--- src/rtl/tron_pkg.sv ---
// rtl/tron_pkg.sv - shared screen extents, scheduler states and default palette for DE2Tron
package tron_pkg;

  localparam int SCREEN_W = 160;
  localparam int SCREEN_H = 120;

  typedef enum logic {
    S_SCAN  = 1'b0,
    S_CLEAR = 1'b1
  } state_t;

  localparam logic [2:0] P1 = 3'b001;
  localparam logic [2:0] P2 = 3'b010;
  localparam logic [2:0] P3 = 3'b100;
  localparam logic [2:0] P4 = 3'b110;

endpackage

--- src/rtl/clear_sweeper.sv ---
// rtl/clear_sweeper.sv - raster x/y counter for the full-screen clear sweep
module clear_sweeper
  import tron_pkg::*;
#(
  parameter int X_W      = 8,
  parameter int Y_W      = 7,
  parameter int SCREEN_W = tron_pkg::SCREEN_W,
  parameter int SCREEN_H = tron_pkg::SCREEN_H
) (
  input  logic           CLOCK_50,
  input  logic           resetn,
  input  logic           start,
  output logic [X_W-1:0] sx,
  output logic [Y_W-1:0] sy,
  output logic           busy,
  output logic           last
);

  localparam logic [X_W-1:0] X_MAX = X_W'(SCREEN_W - 1);
  localparam logic [Y_W-1:0] Y_MAX = Y_W'(SCREEN_H - 1);

  logic at_end;

  assign at_end = (sx == X_MAX) && (sy == Y_MAX);
  // sx/sy is the pixel being handed out this cycle; it rests at (0,0) when idle
  assign last   = at_end && (start || busy);

  always_ff @(posedge CLOCK_50 or negedge resetn) begin
    if (!resetn) begin
      sx   <= '0;
      sy   <= '0;
      busy <= 1'b0;
    end else if (start || busy) begin
      if (at_end) begin
        sx   <= '0;
        sy   <= '0;
        busy <= 1'b0;
      end else begin
        busy <= 1'b1;
        if (sx == X_MAX) begin
          sx <= '0;
          sy <= sy + 1'b1;
        end else begin
          sx <= sx + 1'b1;
        end
      end
    end
  end

endmodule

--- src/rtl/player_plot_scheduler.sv ---
// rtl/player_plot_scheduler.sv - round-robin player plot scheduler with clear sweep for vga_adapter
module player_plot_scheduler
  import tron_pkg::*;
#(
  parameter int NUM_PLAYERS    = 4,
  parameter int X_W            = 8,
  parameter int Y_W            = 7,
  parameter int COLOUR_W       = 3,
  parameter int SCREEN_W       = tron_pkg::SCREEN_W,
  parameter int SCREEN_H       = tron_pkg::SCREEN_H,
  parameter int SKIP_UNCHANGED = 1
) (
  input  logic                               CLOCK_50,
  input  logic                               resetn,
  input  logic                               enable,
  input  logic [NUM_PLAYERS-1:0]             active,
  input  logic [NUM_PLAYERS*(X_W+Y_W)-1:0]   pos,
  input  logic [NUM_PLAYERS*COLOUR_W-1:0]    pal,
  input  logic [COLOUR_W-1:0]                bg_colour,
  input  logic                               clear_req,
  output logic [X_W-1:0]                     x,
  output logic [Y_W-1:0]                     y,
  output logic [COLOUR_W-1:0]                colour,
  output logic                               plot,
  output logic                               clear_busy,
  output logic                               clear_done
);

  localparam int PW    = X_W + Y_W;
  localparam int PTR_W = $clog2(NUM_PLAYERS);
  localparam logic [PTR_W-1:0] PTR_MAX = PTR_W'(NUM_PLAYERS - 1);

  logic [PW-1:0]       pos_a    [NUM_PLAYERS];
  logic [COLOUR_W-1:0] pal_a    [NUM_PLAYERS];
  logic [PW-1:0]       last_pos [NUM_PLAYERS];

  state_t           state;
  logic [PTR_W-1:0] ptr;
  logic             sweep_final;
  logic             sweep_start;
  logic             hit;
  logic [X_W-1:0]   sx;
  logic [Y_W-1:0]   sy;
  logic             sweep_busy;
  logic             sweep_last;

  always_comb begin
    for (int i = 0; i < NUM_PLAYERS; i++) begin
      pos_a[i] = pos[i*PW +: PW];
      pal_a[i] = pal[i*COLOUR_W +: COLOUR_W];
    end
  end

  assign sweep_start = (state == S_SCAN) && clear_req;
  assign hit = active[ptr] && ((SKIP_UNCHANGED == 0) || (pos_a[ptr] != last_pos[ptr]));

  clear_sweeper #(
    .X_W      (X_W),
    .Y_W      (Y_W),
    .SCREEN_W (SCREEN_W),
    .SCREEN_H (SCREEN_H)
  ) u_sweeper (
    .CLOCK_50 (CLOCK_50),
    .resetn   (resetn),
    .start    (sweep_start),
    .sx       (sx),
    .sy       (sy),
    .busy     (sweep_busy),
    .last     (sweep_last)
  );

  always_ff @(posedge CLOCK_50 or negedge resetn) begin
    if (!resetn) begin
      state       <= S_SCAN;
      ptr         <= '0;
      x           <= '0;
      y           <= '0;
      colour      <= '0;
      plot        <= 1'b0;
      clear_busy  <= 1'b0;
      clear_done  <= 1'b0;
      sweep_final <= 1'b0;
      for (int i = 0; i < NUM_PLAYERS; i++) last_pos[i] <= '1;
    end else begin
      plot       <= 1'b0;
      clear_done <= 1'b0;
      case (state)
        S_SCAN: begin
          // a clear request pre-empts this cycle's slot visit
          if (clear_req) begin
            state       <= S_CLEAR;
            plot        <= 1'b1;
            x           <= sx;
            y           <= sy;
            colour      <= bg_colour;
            clear_busy  <= 1'b1;
            sweep_final <= sweep_last;
          end else if (enable) begin
            ptr <= (ptr == PTR_MAX) ? '0 : ptr + 1'b1;
            if (hit) begin
              plot          <= 1'b1;
              {x, y}        <= pos_a[ptr];
              colour        <= pal_a[ptr];
              last_pos[ptr] <= pos_a[ptr];
            end
          end
        end
        S_CLEAR: begin
          if (sweep_final) begin
            state       <= S_SCAN;
            ptr         <= '0;
            clear_busy  <= 1'b0;
            clear_done  <= 1'b1;
            sweep_final <= 1'b0;
            // forget every position so all active players repaint over the cleared screen
            for (int i = 0; i < NUM_PLAYERS; i++) last_pos[i] <= '1;
          end else if (sweep_busy) begin
            plot        <= 1'b1;
            x           <= sx;
            y           <= sy;
            colour      <= bg_colour;
            sweep_final <= sweep_last;
          end
        end
        default: state <= S_SCAN;
      endcase
    end
  end

endmodule

--- config.mk ---
export PLATFORM = sky130hd
export DESIGN_NAME = player_plot_scheduler
export DESIGN_NICKNAME = d
export VERILOG_FILES = /design/src/rtl/tron_pkg.sv /design/src/rtl/clear_sweeper.sv /design/src/rtl/player_plot_scheduler.sv
export SDC_FILE = /design/constraint.sdc
export NUM_CORES = 1
export LEC_CHECK = 0
export CAP_MARGIN = 15
export CORE_AREA = 2 2 121 123
export DETAILED_ROUTE_END_ITERATION = 6
export DIE_AREA = 0 0 123 125
export PLACE_DENSITY = 0.75
export SLEW_MARGIN = 20
export SYNTH_ARGS = -nofsm -noshare
export SYNTH_HDL_FRONTEND = slang
export SYNTH_SLANG_ARGS = --single-unit
--- constraint.sdc ---
create_clock -name CLOCK_50 -period 3 [get_ports CLOCK_50]
set_input_delay 0.6 -clock CLOCK_50 [delete_from_list [all_inputs] [get_ports CLOCK_50]]
set_output_delay 0.6 -clock CLOCK_50 [all_outputs]
set_load 0.02 [all_outputs]
==> summary.md, run 1 <==
| Metric | Value |
|---|---|
| Final core occ | `0.561` |
| H-tree Lvls | `3` |
| Worst Path Arrival | `approximately 3.2 ns` |
| Floorplan die area | `around 15000 sq um` |
| Combined area of the multi-input logic cells | `around 3200 sq um` |
| Fmax achieved | `around 340 MHz` |
| Slew headroom | `0.554` |
| Number of nets produced by synthesis | `between 600 and 700` |
| Clock period minus final worst setup slack | `2.93 ns` |
| Rows | `44` |
| Share of layout cells above drive strength 1 | `0.224` |
| Average routed wire per standard cell | `a little over 20 um` |
| Worst-Margin Slew | `about 0.67 ns` |
| Top flip-flop cell by instance count after synthesis | `sky130_fd_sc_hd__dfstp_2` |
| Area of placed instances | `7550 sq um` |
| Number of enable-type register cells in the synthesized netlist | `0` |
| Count of inserted antenna diode cells | `0` |
| First-pass GRT wire length | `roughly 30 mm` |
| Clock buffer count from CTS | `9` |
| Critical path required time | `approximately 3.2 ns` |
| Area delta synth->final | `28.7%` |
| Grt met2 use | `0.411` |
| Gate count after technology mapping | `~600` |
| Antenna violations before repair | `1` |
| Worst-skew pair later-pin latency | `between 0.3 and 0.4 ns` |
| Placer's final routability congestion estimate | `around 0.79` |
| Number of distinct standard cells referenced by the synthesized netlist | `slightly above 50` |
| Overall power | `around 3.8 mW` |
| Die Y | `between 100 and 150 um` |
| Number of hold violations in the final report | `0` |
| Final instance area | `approximately 8000 sq um` |
| Die width | `about 120 um` |
| Outcome | `finished clean` |
| Post-synthesis sequential area ratio | `0.420` |
| Total I/O pin count | `about 100` |
| Worst vdd ir | `about 0.31 mV` |
| Kind of start point of the critical path | `register` |
| Final Max Slew Viols | `0` |
| CTS tree | `built` |
| Remaining global-route overflow | `0` |
| Worst slack on hold paths | `around 0.22 ns` |
| Final worst path period share | `0.976` |
| Max cap viols | `0` |
| Routed via count divided by cell count | `about 6` |
| Global-route met3 utilization | `0.0411` |
| Clock transition time at the flip-flop clock pins of the worst setup and hold paths | `around 0.070 ns` |
| Top library cells by usage in the layout, fill and taps aside | `sky130_fd_sc_hd__clkdlybuf4s50_1, sky130_fd_sc_hd__nor2_1, sky130_fd_sc_hd__dfstp_2` |
| Area occupied by registers | `roughly 2600 sq um` |
| Met1 Use GR | `0.322` |
| Fill cell total of the finished layout | `about 1200` |
| Clock Tree Buf Depth | `2` |
| Worst setup slack after layout | `slightly above 0.07 ns` |
| Register bit count reported by yosys | `101` |
| Number of port buffers | `around 100` |
| Number of setup violations in the final report | `0` |
| All-layer global routing usage | `0.246` |
| DPL Wire Length | `approximately 12 mm` |
| Synthesized area per cell | `between 10 and 15 sq um` |
| Number of sinks on the clock net | `101` |
| Async set-or-reset flop fraction in the synthesized netlist | `1.00` |
| Total via count after detailed routing | `5545` |
| Static leakage | `about 3.2 nW` |
| CP Capture Type | `register` |
| Hold Path Class | `in -> async` |
| Worst clock skew | `0.00652 ns` |
| NumNets Final | `802` |
| Routed Antenna Nets | `0` |
| Detailed Route WL | `between 15 and 20 mm` |
| Number of DRC markers after the initial detailed-route iteration | `roughly 700` |
| Ys Warns | `0` |
| Power density relative to cell area | `about 480 nW/um^2` |
| Worst-path fanout max | `19` |
| Pre-CTS worst setup slack | `-0.264 ns` |
| Largest net degree at the start of global routing | `61` |
| First-pass iteration count of the detailed router | `6` |
| Number of global-route vias before repair | `between 5000 and 6000` |
| Core area | `14200 sq um` |
| Post-detailed-route DRC marker count | `0` |
| Synth Cell Area | `a little over 6000 sq um` |
| Worst Path Class, Setup | `reg -> reg` |
| Clock Root Buffer | `sky130_fd_sc_hd__clkbuf_16` |
| GR peak layer | `met2` |
| Setup repair after global routing missed its margin | `false` |
| Most frequent standard cell in the layout excluding fill and tap cells | `sky130_fd_sc_hd__clkdlybuf4s50_1` |
| Initial core utilization | `0.436` |
-- synthesized netlist by cell type (all sizes together) (3+ instances only) --
cell	number	area, sq um
xnor2	18	158
nand4	25	156
a31oi	3	18.8
mux4	33	800
a22oi	45	343
nor2	80	303
buf	23	166
nand2b	3	18.8
inv	20	75.1
nand2	55	206
a211oi	4	35.0
ha	6	75.1
a21oi	22	110
o21ai	27	135
o31ai	3	22.5
mux2i	15	150
dfrtp	41	1030
nand3	21	105
or2	3	18.8
clkbuf	29	110
a2111o	3	43.8
mux2	4	45.0
a41oi	18	158
o211a	18	180
dfstp	60	1580
-- area by class of cell --
type,count,area share
well taps,184,0.0289
repair buffers,156,0.190
clock buffers,9,0.0283
clock inverters,7,0.0100
flip-flops and latches,101,0.327
inverters,21,0.00989
multi-input cells,424,0.406
-- where the power goes --
group          switching [mW]  internal [mW]
clock network           0.556          0.659
logic                   0.479          0.511
registers               0.120           1.49
total                    1.16           2.66
-- repair_timing --
item,CTS,global route
endpoints found under the hold margin,0,0
setup buffers,4,7
pin swaps,0,2
gates resized for setup,0,2
gates cloned,0,0
endpoints found under the setup margin,5,10
hold buffers,0,0
-- final timing paths --
path                       cells past startpoint  slack (ns)         from            to
max                                            9        0.07       ptr[0]          x[1]
min                                            1        0.22       resetn        ptr[0]
max reg2reg                                    9        0.07       ptr[0]          x[1]
min reg2reg                                    1        0.51  sweep_final    clear_busy
max in group asynchronous                      2        2.06       resetn  last_pos[24]
min in group CLOCK_50                          1        0.51  sweep_final    clear_busy
-- kinds of logic (layout without fill, tap and decap cells) --
| group | Yosys count | in the layout | share of synthesized area |
|---|---|---|---|
| AOI/OAI and AO/OA | 147 | 147 | 0.174 |
| and+or+nand+nor | 199 | 199 | 0.147 |
| xor gates and xnor gates | 20 | 20 | 0.0283 |
| muxes | 52 | 52 | 0.161 |
| adders and majority gates | 6 | 6 | 0.0121 |
| DFF | 101 | 101 | 0.420 |
| buffers and inverters | 73 | 193 | 0.0574 |
-- metrics by stage --
stage / TNS, ns / instances
global placement: -2.08 / 875
global route: 0 / 902
floorplan: 0 / 598
finish: 0 / 902
CTS: 0 / 895
detailed placement: -10.10 / 875
-- critical path, cell delays in order, from the launching register on --
cell                      delay [ns]
sky130_fd_sc_hd__dfrtp_2        0.47
sky130_fd_sc_hd__buf_4          0.16
sky130_fd_sc_hd__buf_4          0.18
sky130_fd_sc_hd__mux4_1         0.59
sky130_fd_sc_hd__xnor2_1        0.15
sky130_fd_sc_hd__nand2_1        0.15
sky130_fd_sc_hd__or4b_1         0.56
sky130_fd_sc_hd__buf_4          0.22
sky130_fd_sc_hd__o21ai_0        0.20
sky130_fd_sc_hd__nand3_1        0.11
-- metal layers --
layer	up-vias	wire [um]
li1	2463	-
met1	2795	7410
met2	253	9380
met3	32	1170
met4	2	373
met5	-	10
-- sequential cells by signal (all words and copies together), names as in the netlist --
name            cells
u_sweeper.sx        8
sweep_final         1
colour              3
state               1
clear_done          1
x                   8
last_pos           60
u_sweeper.sy        7
u_sweeper.busy      1
plot                1
ptr                 2
clear_busy          1
y                   7
Power figures use the tool's default switching activity.
==> run 2, diff against run 1 <==
MAX_ROUTING_LAYER = met4   (was not set)
==> run 2 against run 1 <==
  * Non-clock buffer count unchanged
  * Die area unchanged
  * Via count fell by 1.4%
  * Clock skew is 0.00096 ns higher
  * Sequential share of layout area about the same
  * Wire length shrank 0.39%
  * Fmax grew 0.20%
  * Largest cell class unchanged
  * Largest power group unchanged
  * Hold slack got worse by 0.0018 ns
==> summary.md, run 2 (synthesized netlist as in run 1, its figures left out) <==
| Metric | Value |
|---|---|
| Outcome | `finished clean (unchanged)` |
| Number of port buffers | `103 (unchanged)` |
| Number of global-route vias before repair | `5725 (was 5726)` |
| Total via count after detailed routing | `5465 (was 5545)` |
| Clock transition time at the flip-flop clock pins of the worst setup and hold paths | `0.07 ns (about the same)` |
| Fmax achieved | `342 MHz (was 341 MHz)` |
| Worst-Margin Slew | `0.662 ns (was 0.669 ns)` |
| Rows | `44 (unchanged)` |
| Final core occ | `0.561 (about the same)` |
| Largest register FFs | `60 (unchanged)` |
| Number of setup violations in the final report | `0 (unchanged)` |
| Worst Path Class, Setup | `in -> reg (was reg -> reg)` |
| Slew headroom | `0.559 (was 0.554)` |
| Final Max Slew Viols | `0 (unchanged)` |
| Remaining global-route overflow | `0 (unchanged)` |
| Switching share of power | `0.302 (about the same)` |
| Worst Path Arrival | `3.15 ns (about the same)` |
| Post-detailed-route DRC marker count | `0 (unchanged)` |
| Clock Tree Buf Depth | `2 (unchanged)` |
| Number of sinks on the clock net | `101 (unchanged)` |
| Clock Root Buffer | `sky130_fd_sc_hd__clkbuf_16 (unchanged)` |
| Register bank with the most flops | `last_pos (unchanged)` |
| Worst vdd ir | `0.309 mV (about the same)` |
| Area delta synth->final | `28.7% (about the same)` |
| Worst-path fanout max | `19 (unchanged)` |
| Max cap viols | `0 (unchanged)` |
| Routed Antenna Nets | `0 (unchanged)` |
| Internal cell power | `2.66 mW (about the same)` |
| Die Y | `125 um (unchanged)` |
| Portion of total power attributed to combinational logic | `0.259 (about the same)` |
| Number of DRC markers after the initial detailed-route iteration | `633 (was 695)` |
| H-tree Lvls | `3 (unchanged)` |
| Die width | `123 um (unchanged)` |
| DPL Wire Length | `12.4 mm (unchanged)` |
| Kind of start point of the critical path | `input port (was register)` |
| Clock period minus final worst setup slack | `2.92 ns (was 2.93 ns)` |
| Placer's final routability congestion estimate | `0.797 (was 0.786)` |
| Total Negative Setup Slacks | `0 ns (unchanged)` |
| Delay of the slowest critical-path stage | `0.58 ns (was 0.59 ns)` |
| First-pass iteration count of the detailed router | `5 (was 6)` |
| Most frequent standard cell in the layout excluding fill and tap cells | `sky130_fd_sc_hd__clkdlybuf4s50_1 (unchanged)` |
| Post-cts hold buffer count | `0 (unchanged)` |
| Global-route met3 utilization | `0.0488 (was 0.0411)` |
| Share of layout cells above drive strength 1 | `0.224 (unchanged)` |
| First-pass GRT wire length | `29.8 mm (was 29.7 mm)` |
| Fraction of power consumed by the clock network | `0.318 (about the same)` |
| GR peak layer | `met2 (unchanged)` |
| CP Capture Type | `register (unchanged)` |
| Critical path required time | `3.22 ns (about the same)` |
| Final worst path period share | `0.975 (was 0.976)` |
| Floorplan die area | `15400 sq um (unchanged)` |
| All-layer global routing usage | `0.254 (was 0.246)` |
| Post-layout instance count excluding filler cells | `903 (was 902)` |
| CTS tree | `built (unchanged)` |
| Top library cells by usage in the layout, fill and taps aside | `sky130_fd_sc_hd__clkdlybuf4s50_1, sky130_fd_sc_hd__nor2_1, sky130_fd_sc_hd__dfstp_2 (unchanged)` |
| Pre-CTS worst setup slack | `-0.264 ns (unchanged)` |
| Fill cell total of the finished layout | `1225 (was 1224)` |
| Overall power | `3.81 mW (was 3.82 mW)` |
| Static leakage | `3.24 nW (about the same)` |
| Worst setup slack after layout | `0.0765 ns (was 0.0707 ns)` |
| Cell with the largest stage delay on the worst path | `sky130_fd_sc_hd__or4b_1 (was sky130_fd_sc_hd__mux4_1)` |
| Hold Path Class | `in -> async (unchanged)` |
| NumNets Final | `802 (unchanged)` |
| Total I/O pin count | `104 (unchanged)` |
| Largest net degree at the start of global routing | `61 (unchanged)` |
| Sw power | `1.15 mW (was 1.16 mW)` |
| Clock buffer count from CTS | `9 (unchanged)` |
| Met1 Use GR | `0.325 (was 0.322)` |
| Worst clock skew | `0.00748 ns (was 0.00652 ns)` |
| Antenna violations before repair | `1 (unchanged)` |
| Detailed Route WL | `18.3 mm (about the same)` |
| Post-placement cell count | `875 (unchanged)` |
| Routed via count divided by cell count | `6.05 (was 6.15)` |
| Largest registers | `last_pos: 60 flops, u_sweeper.sx: 8 flops, x: 8 flops (unchanged)` |
| Initial core utilization | `0.436 (unchanged)` |
| Grt met2 use | `0.410 (was 0.411)` |
| Sequence of cells on the critical path | `clkdlybuf4s50_1 > mux4_2 > xnor2_1 > nand4_1 > or4b_1 > buf_4 > o21ai_0 > nand3_1 (was buf_4 > buf_4 > mux4_1 > xnor2_1 > nand2_1 > or4b_1 > buf_4 > o21ai_0 > nand3_1)` |
| Worst-skew pair later-pin latency | `0.35 ns (about the same)` |
| Number of hold violations in the final report | `0 (unchanged)` |
| Power density relative to cell area | `479 nW/um^2 (about the same)` |
| Core area | `14200 sq um (unchanged)` |
| Average routed wire per standard cell | `20.2 um (was 20.3 um)` |
| Reg power frac | `0.423 (was 0.422)` |
## run 2: cell type report
cell class	instances	area, sq um	area share
antenna	1	2.50	0.000314
clock buffer	9	225	0.0283
clock inverter	7	80.1	0.0101
inverter	21	78.8	0.00989
multi-input combinational	424	3230	0.406
sequential	101	2600	0.327
tap	184	230	0.0289
timing repair buffer	156	1510	0.190
## run 2: critical path: cells and delay by family
kind,cells,cell delay (ns)
AOI/OAI and AO/OA,1,0.20
and+or+nand+nor,3,0.96
muxes,1,0.51
buffers and inverters,2,0.63
xor gates and xnor gates,1,0.24
## run 2: through the flow
stage	area (sq um)	hold slack (ns)
floorplan	6190	0.304
global placement	7550	0.488
detailed placement	7550	0.491
CTS	7900	0.220
global route	7970	0.240
finish	7970	0.217
## run 2: final timing paths
check	from	endpoint	slack [ns]	cells past startpoint
min reg2reg	sweep_final	clear_busy	0.50	1
min in group CLOCK_50	sweep_final	clear_busy	0.50	1
max in group asynchronous	resetn	last_pos[55]	2.06	2
max	pos[48]	x[1]	0.08	8
max reg2reg	ptr[0]	x[1]	0.08	9
min	resetn	ptr[0]	0.22	1
## run 2: metal layers
metal	vias to the layer above	wire [um]
li1	2460	-
met1	2751	7450
met2	227	9400
met3	27	1070
met4	0	355
met5	-	0
## run 2: power groups by stage
stage | registers, mW | clock network, mW | logic [mW]
final | 1.61 | 1.21 | 0.988
after global routing | 1.63 | 1.30 | 1.07
after CTS | 1.61 | 1.23 | 0.966
after detailed placement | 1.63 | 0 | 0.944
after global placement | 1.63 | 0 | 0.910
after floorplan | 1.64 | 0 | 0.502
## run 2: timing repair
item | in CTS | in global routing
setup endpoints to repair | 5 | 6
gates resized for setup | 0 | 1
pin swaps | 0 | 2
setup buffers | 4 | 7
